[config.mk]
export PLATFORM = sky130hd
export DESIGN_NAME = usr_reg_param
export DESIGN_NICKNAME = d
export VERILOG_FILES = /design/src/rtl/usr_reg_param.sv
export SDC_FILE = /design/constraint.sdc
export NUM_CORES = 1
export LEC_CHECK = 0
export CORE_MARGIN = 2
export CORE_UTILIZATION = 30
export DETAILED_ROUTE_END_ITERATION = 12
export HOLD_SLACK_MARGIN = 0.12
export PLACE_DENSITY = 0.7
export SLEW_MARGIN = 15
export SYNTH_ARGS = -nofsm -noshare
export SYNTH_HDL_FRONTEND = slang
export SYNTH_SLANG_ARGS = --single-unit
export TNS_END_PERCENT = 5
[constraint.sdc]
create_clock -name clk -period 1.3 [get_ports clk]
set_input_delay 0.325 -clock clk [delete_from_list [all_inputs] [get_ports clk]]
set_output_delay 0.325 -clock clk [all_outputs]
set_load 0.02 [all_outputs]
[src/rtl/usr_reg_param.sv]
// Parametrised universal shift register: hold, shift right/left, parallel load, clock enable,
// synchronous active-low reset and synchronous set to PRESET_VAL. Define USR_ROTATE_EN to add rotate.
module usr_reg_param #(
    parameter int                 WIDTH      = 8,
    parameter logic [WIDTH-1:0]   PRESET_VAL = {WIDTH{1'b1}}
) (
    input  logic             clk,
    input  logic             reset,
    input  logic             set,
    input  logic             en,
    input  logic [1:0]       mode,
    input  logic [WIDTH-1:0] d,
    input  logic             sin_r,
    input  logic             sin_l,
`ifdef USR_ROTATE_EN
    input  logic             rot,
`endif
    output logic [WIDTH-1:0] q,
    output logic [WIDTH-1:0] qbar,
    output logic             sout_r,
    output logic             sout_l
);

    logic [WIDTH-1:0] q_r;
    logic [WIDTH-1:0] next_q_s;
    logic [WIDTH-1:0] shr_s;
    logic [WIDTH-1:0] shl_s;
    logic             in_r_s;
    logic             in_l_s;

`ifdef USR_ROTATE_EN
    // Rotation feeds the departing bit back in place of the serial input.
    assign in_r_s = rot ? q_r[0]       : sin_r;
    assign in_l_s = rot ? q_r[WIDTH-1] : sin_l;
`else
    assign in_r_s = sin_r;
    assign in_l_s = sin_l;
`endif

    generate
        if (WIDTH == 1) begin : g_w1
            assign shr_s = in_r_s;
            assign shl_s = in_l_s;
        end else begin : g_wn
            assign shr_s = {in_r_s, q_r[WIDTH-1:1]};
            assign shl_s = {q_r[WIDTH-2:0], in_l_s};
        end
    endgenerate

    // Mode decode for the enabled, non-reset, non-set case.
    always_comb begin
        next_q_s = q_r;
        if (!en) begin
            next_q_s = q_r;
        end else begin
            case (mode)
                2'b00:   next_q_s = q_r;
                2'b01:   next_q_s = shr_s;
                2'b10:   next_q_s = shl_s;
                2'b11:   next_q_s = d;
                default: next_q_s = q_r;
            endcase
        end
    end

    // State register: reset beats set, set beats enable and mode.
    always_ff @(posedge clk) begin
        if (!reset) begin
            q_r <= {WIDTH{1'b0}};
        end else if (set) begin
            q_r <= PRESET_VAL;
        end else begin
            q_r <= next_q_s;
        end
    end

    assign q      = q_r;
    assign qbar   = ~q_r;
    assign sout_r = q_r[0];
    assign sout_l = q_r[WIDTH-1];

endmodule

# After elaboration in Yosys (flattened, before gate mapping)
# Cells that the tools add are included.
# word_totals
out_inout_bits,18
register_bits,8
elab_cells,12
input_bits,16
# classes
n_reduce_logical,3
bitwise_logic,1
muxes,3
eq_ne,4
# op_table
op,count
case mux 8 bit (3 select lines),1
2-to-1 mux 8 bit,2
NOT 8 bit,1
equality test 2 bit (second input constant),2
equality test 2 x 1 -> 1 bit (second input constant),1
logical NOT 2 bit,1
inequality test 2 bit (second input constant),1
AND reduction 2 bit,1
nonzero test 2 bit,1

# Depth between registers and ports, before layout
# Gate-level depths: netlist (run 1).
# depth
word_depth,4
depth_mapped,5
ltp_nobuf,3

# Worst setup path after synthesis (run 1)
# Ideal clock, no wire load.
# synth_timing
path_kind,input -> register
from,input port mode[0]
to,register q_r[0] (netlist: q[0])
n_path_buf,1
slack_ns,0.187
arrival_ns,0.976
t_required_ns,1.162
setup_ns,0.138
path_stages,4
cell_sequence,buf_4 > mux2_2 > o221ai_1 > a21oi_1
# synth_between
elab_chain_cells,4
word_cells_on_any_way,9
classes_between,eq/ne: 4; mux: 3; reduce/logical: 2
# synth_rtl
element,line_no,rtl
start: declaration,11,"input logic [1:0] mode,"
equality test 2 bit or equality test 2 x 1 -> 1 bit (tied branches),56,case (mode)
case mux 8 bit (3 select lines),56,
2-to-1 mux 8 bit,53,if (!en) begin
2-to-1 mux 8 bit,70,end else if (set) begin
end signal: assignment,69,q_r <= {WIDTH{1'b0}};
end signal: assignment,73,q_r <= next_q_s;
end: declaration,24,logic [WIDTH-1:0] q_r;
# Several ways; a longest one is shown, not always the timed one. The select of a mux whose other input is x is not followed.
# A chain may end at the register's enable or synchronous reset.

# Final worst setup path (run 1)
# layout_timing
from,input port set
to,register q_r[7] (netlist: q[7])
# layout_between
elab_chain_cells,2
word_cells_on_any_way,4
classes_between,eq/ne: 1; mux: 1; reduce/logical: 2
# layout_rtl
element,line_no,rtl
start: declaration,9,"input logic set,"
inequality test 2 bit (no line) or nonzero test 2 bit (tied branches),--,
AND reduction 2 bit (no line),--,
# Several ways; a longest one is shown, not always the timed one.

==> results by group, run 1 <==
Yosys
  – Largest area contributor in the netlist: dfxtp_1
  – Top cell type's share of synthesized area: 0.325
  – Synth top area cells: dfxtp_1 32%, mux2_2 18%, o221ai_1 14%
  – Yosys warning count: 0
  – Post-synthesis cell area: 493 sq um
  – Cells after synthesis: 57
  – Post-synthesis area per instance: 8.65 sq um
  – Seq cells post-synth: 8
  – Register area share after synthesis: 0.325
  – Cell variety after synth: 12
  – Synth Net Count: 73

Critical path
  – Crit path capture type: flip-flop
  – Worst path bufs/invs: 1
  – Arrival @ worst endpoint: 1420 ps
  – Max incr delay on CP: 450 ps
  – Crit-path slowest cell: clkdlybuf4s50_1
  – Crit path launch: set
  – Type of origin of the critical path: input pin
  – Worst r2r src: q[6]
  – Top delay family on crit path: buffers and inverters
  – Critical path peak fanout: 8
  – Worst Path Required: 1440 ps
  – CP Class: input pin to flip-flop
  – CP cell instances: clkdlybuf4s50_1 > nand3b_2 > o221ai_1 > a21oi_1

Routing
  – Drt drc: 0
  – Pre-antenna DRT Iters: 4
  – DRT antenna net count: 0
  – Wirelength, routed: 1400 microns
  – First DRT Iteration DRCs: 21
  – Via count: 567
  – Vias per inst: 4.93
  – Routed wire per std cell: 12.2 microns

Clock tree
  – Clock Tree Buf Depth: 2
  – CTS tree: yes
  – H-tree levels: 1
  – TritonCTS Buffers: 3
  – Worst skew pair latency: 250 ps
  – Setup Buffers After CTS: 0
  – Clock Pin Slew Worst Setup and Hold Paths: 50 ps
  – Hold_buf cts: 0
  – CTS root buffer: clkbuf_4
  – TritonCTS Sinks: 8

STA
  – Setup violators final: 0
  – Setup slack after layout: 23.9 ps
  – Crit path time final: 1280 ps
  – Unrepaired setup endpoints after global routing: yes
  – Final Hold Slack: 609 ps
  – Final worst-path cycle share: 0.982
  – Hold Violations, Final: 0
  – Worst Tran Pin Value: 312 ps
  – Relative slew slack: 0.791
  – Max Fclk: 784 MHz
  – Final Max Tran Viols: 0
  – Worst Clk Skew: 0.858 ps

Run
  – Max-cap viol count: 0

Floorplan
  – DIE AREA: 0.00198 sq mm
  – Initial Util: 0.323
  – Top Ports: 34
  – FP Rows: 14
  – Core ar.: 0.00152 sq mm
  – Die width: 44.5 microns
  – Die Y: 44.5 microns

Pwr
  – Tot Pwr: 0.801 mW
  – P_leak: 0.416 nW
  – PD cells: 883 mW/mm^2
  – Worst vdd ir: 0.511 mV

Layout
  – Fin cells: 115
  – Design Area, Final: 907 sq um
  – Commonest non-fill, non-tap cell in the layout: clkdlybuf4s50_1
  – Nets: 117
  – Area grow syn2layout: 84.0%
  – Most frequent cells in the layout: 13 x clkdlybuf4s50_1, 10 x buf_4
  – Filler Cell Count: 132
  – Largest register FFs: 8
  – Ant diodes: 0
  – Layout cell share with drive strength beyond 1: 0.323

Global routing
  – Initial antenna violation count: 0
  – Total grt overflow: 0
  – First-pass GRT wire length: 2250 microns
  – Vias in the first global route: 537
  – Largest net degree at the start of global routing: 10
  – Total GRT Usage: 0.159

Placement
  – PortBufs: 33
  – Post-DP HPWL: 1090 microns
  – Cell Area, Placed: 888 sq um
  – Routability cong.: 0.785
  – Pre-CTS setup slack: -382 ps
  – DP Cell Count: 112

Worst hold path
  – Min-delay src: mode[1]
  – Hold WC Path Type: input pin to flip-flop

Outcome
  – Outcome: finished clean
==> power breakdown <==
part           leakage, nW  internal [mW]  switching, mW
Combinational        0.335          0.166          0.157
Clock               0.0138          0.106         0.0873
Sequential          0.0675          0.270         0.0155
Total                0.416          0.541          0.259
==> layer usage <==
layer | track usage | part of all wire | vias up | wire [microns]
met1 | 0.196 | 0.42 | 255 | 591
met5 | 0 | 0 | - | 0
met4 | 0.127 | 0.011 | 0 | 16
met3 | 0.0163 | 0.063 | 2 | 88
met2 | 0.249 | 0.50 | 23 | 707
li1 | - | - | 287 | -
==> logic make-up after synthesis <==
group | count (synthesis) | synth area share
multiplexers | 8 | 0.183
AO/OA/AOI/OAI | 17 | 0.234
flip-flops | 8 | 0.325
buffers and inverters | 14 | 0.152
AND/OR/NAND/NOR | 10 | 0.107
==> per-stage QoR <==
| stage | TNS [ps] | util |
|---|---|---|
| floorplan | 0 | - |
| global placement | -2740 | 0.583 |
| detailed placement | -2850 | 0.583 |
| CTS | 0 | 0.589 |
| global route | -63.0 | 0.595 |
| finish | 0 | 0.595 |
==> synthesized netlist by cell type, drive strengths merged <==
master	n
o21ai	1
clkbuf	1
inv	8
nand3b	1
buf	5
a21oi	8
nand4bb	1
o221ai	8
dfxtp	8
mux2	8
nor2	8
==> tightest hold or removal path, stage by stage <==
cell	delay, ps
dlymetal6s2s_1	140
o21ai_1	90
buf_4	160
a21oi_1	110
==> final cells by class <==
type | instances | area, sq um | area share
Clock buffer | 3 | 22.5 | 0.0248
Inverter | 8 | 30.0 | 0.0331
Multi-Input combinational cell | 35 | 270 | 0.298
Sequential cell | 8 | 163 | 0.179
Tap cell | 16 | 20.0 | 0.0221
Timing Repair Buffer | 45 | 402 | 0.443
==> final timing paths <==
kind                              to  cells after the start  slack [ps]
worst max-delay path            q[7]                      4          20
worst min register to register  q[0]                      3         640
worst min-delay path            q[1]                      4         610
worst max register to register  q[7]                      4         260
==> timing repair <==
item / 4_1_cts / 5_1_grt
setup endpoints to repair: 26 / 23
resized for setup: 22 / 20
pin swaps: 0 / 0
gates cloned: 0 / 0
Note: power is estimated with default switching activity, not from simulation.
==> run 2: changes to the inputs <==
Settings changed: CELL_PAD_IN_SITES_DETAIL_PLACEMENT set to 1, CELL_PAD_IN_SITES_GLOBAL_PLACEMENT set to 1, CORE_UTILIZATION 30 to 23, PLACE_DENSITY 0.7 to unset, PLACE_DENSITY_LB_ADDON set to 0.1, SLEW_MARGIN 15 to 20.
==> results by group, run 2 (synthesis results as in run 1) <==
Critical path
  – Worst Path Required: 980 ps
  – Max incr delay on CP: 350 ps
  – Crit path capture type: output pin
  – Worst path bufs/invs: 1
  – Critical path peak fanout: 4
  – Top delay family on crit path: flip-flops
  – Crit-path slowest cell: dfxtp_1
  – Crit. path cell count: 1
  – Type of origin of the critical path: flip-flop
  – Worst reg-to-reg path cell count: 4
  – CP cell instances: dlygate4sd2_1
  – CP Class: flip-flop to output pin
  – Arrival @ worst endpoint: 950 ps
  – FF-to-FF setup slack: 260 ps

Layout
  – Design Area, Final: 945 sq um
  – Nets: 119
  – Fin cells: 128
  – Most frequent cells in the layout: 12 x buf_4, 11 x clkdlybuf4s50_1, 9 x clkbuf_2
  – Commonest non-fill, non-tap cell in the layout: buf_4
  – Ant diodes: 0
  – Post-Route Utilization: 0.477
  – Largest register FFs: 8
  – Layout cell share with drive strength beyond 1: 0.396
  – Area grow syn2layout: 91.6%

Worst hold path
  – Hold WC Path Type: input pin to flip-flop
  – Hold path depth: 4

Clock tree
  – TritonCTS Sinks: 8
  – H-tree levels: 1
  – Hold_buf cts: 0
  – Setup Buffers After CTS: 0
  – Worst skew pair latency: 250 ps
  – Clock Pin Slew Worst Setup and Hold Paths: 60 ps
  – Clock Tree Buf Depth: 2
  – CTS root buffer: clkbuf_4
  – TritonCTS Buffers: 3
  – CTS tree: yes

Floorplan
  – Die Y: 50.3 microns
  – Top Ports: 34
  – Initial Util: 0.249
  – FP Rows: 16
  – Core ar.: 0.00198 sq mm
  – Die width: 50.3 microns
  – DIE AREA: 0.00253 sq mm

Pwr
  – Tot Pwr: 0.820 mW
  – P_leak: 0.455 nW
  – Worst vdd ir: 0.453 mV
  – PD cells: 868 mW/mm^2

Placement
  – Cell Area, Placed: 910 sq um
  – Pre-CTS setup slack: -374 ps
  – Post-DP HPWL: 1300 microns
  – DP Cell Count: 124
  – PortBufs: 33
  – Routability cong.: 0.754

STA
  – Worst Tran Pin Value: 369 ps
  – Setup violators final: 0
  – Hold Violations, Final: 0
  – Final worst-path cycle share: 0.982
  – Final Max Tran Viols: 0
  – Worst Clk Skew: 0.238 ps
  – Relative slew slack: 0.753
  – Max Fclk: 783 MHz
  – Unrepaired setup endpoints after global routing: yes
  – Crit path time final: 1280 ps
  – Setup slack after layout: 23.6 ps

Global routing
  – Total GRT Usage: 0.151
  – Initial antenna violation count: 0
  – Vias in the first global route: 659
  – Largest net degree at the start of global routing: 11
  – Total grt overflow: 0
  – First-pass GRT wire length: 3030 microns

Routing
  – Wirelength, routed: 1740 microns
  – Drt drc: 0
  – Via count: 590
  – DRT antenna net count: 0
  – Pre-antenna DRT Iters: 4
  – Vias per inst: 4.61
  – Routed wire per std cell: 13.6 microns
  – First DRT Iteration DRCs: 4

Run
  – Max-cap viol count: 0

Outcome
  – Outcome: finished clean
==> run 2: changes by cell type in the layout (fill, tap and decap cells not counted), sizes merged <==
cell / previous run / this run
clkdlybuf4s50: 13 / 11
dlymetal6s2s: 1 / 4
dlygate4sd2: 7 / 2
clkdlybuf4s15: 8 / 7
clkbuf: 7 / 12
buf: 12 / 14
==> run 2: routing by layer <==
metal / global-route usage / vias to the layer above / share of wire
met5: 0 / - / 0
met4: 0.0495 / 0 / 0
met3: 0.0506 / 0 / 0.080
met2: 0.237 / 24 / 0.46
met1: 0.195 / 273 / 0.46
li1: - / 293 / -
==> run 2: through the flow <==
stage | hold slack, ps | setup TNS, ps
final | 575 | 0
after global routing | 630 | -55.3
after CTS | 664 | -355
after detailed placement | 651 | -2770
after global placement | 643 | -2660
after floorplan | 563 | 0
==> run 2: repair_timing <==
item	CTS	global route
gates cloned	0	1
endpoints found under the hold margin	0	0
endpoints found under the setup margin	26	26
gates resized for setup	29	28
==> run 2: cell type report <==
| type | instances | area, sq um |
|---|---|---|
| inverters | 8 | 30.0 |
| well taps | 27 | 33.8 |
| clock buffers | 3 | 22.5 |
| fillers | 237 | 1040 |
| repair buffers | 47 | 405 |
| multi-input cells | 35 | 292 |
| flip-flops and latches | 8 | 161 |
==> run 2: final timing paths <==
kind / end / from
setup / recovery: q[7] / q[7]
hold / removal: q[0] / set
setup reg to reg: q[5] / q[4]
hold reg to reg: q[0] / q[0]
==> run 2: power breakdown <==
group	total (mW)	internal [mW]	switching, mW
Clock	0.198	0.106	0.0915
Sequential	0.286	0.269	0.0175
Combinational	0.336	0.168	0.167
Total	0.820	0.544	0.276
==> run 3: changes to the inputs <==
Settings changed: SLEW_MARGIN 20 to unset, TNS_END_PERCENT 5 to 1.
==> results of run 3 <==
Same layout as run 2: the final DEF is identical, and so are final timing and power.
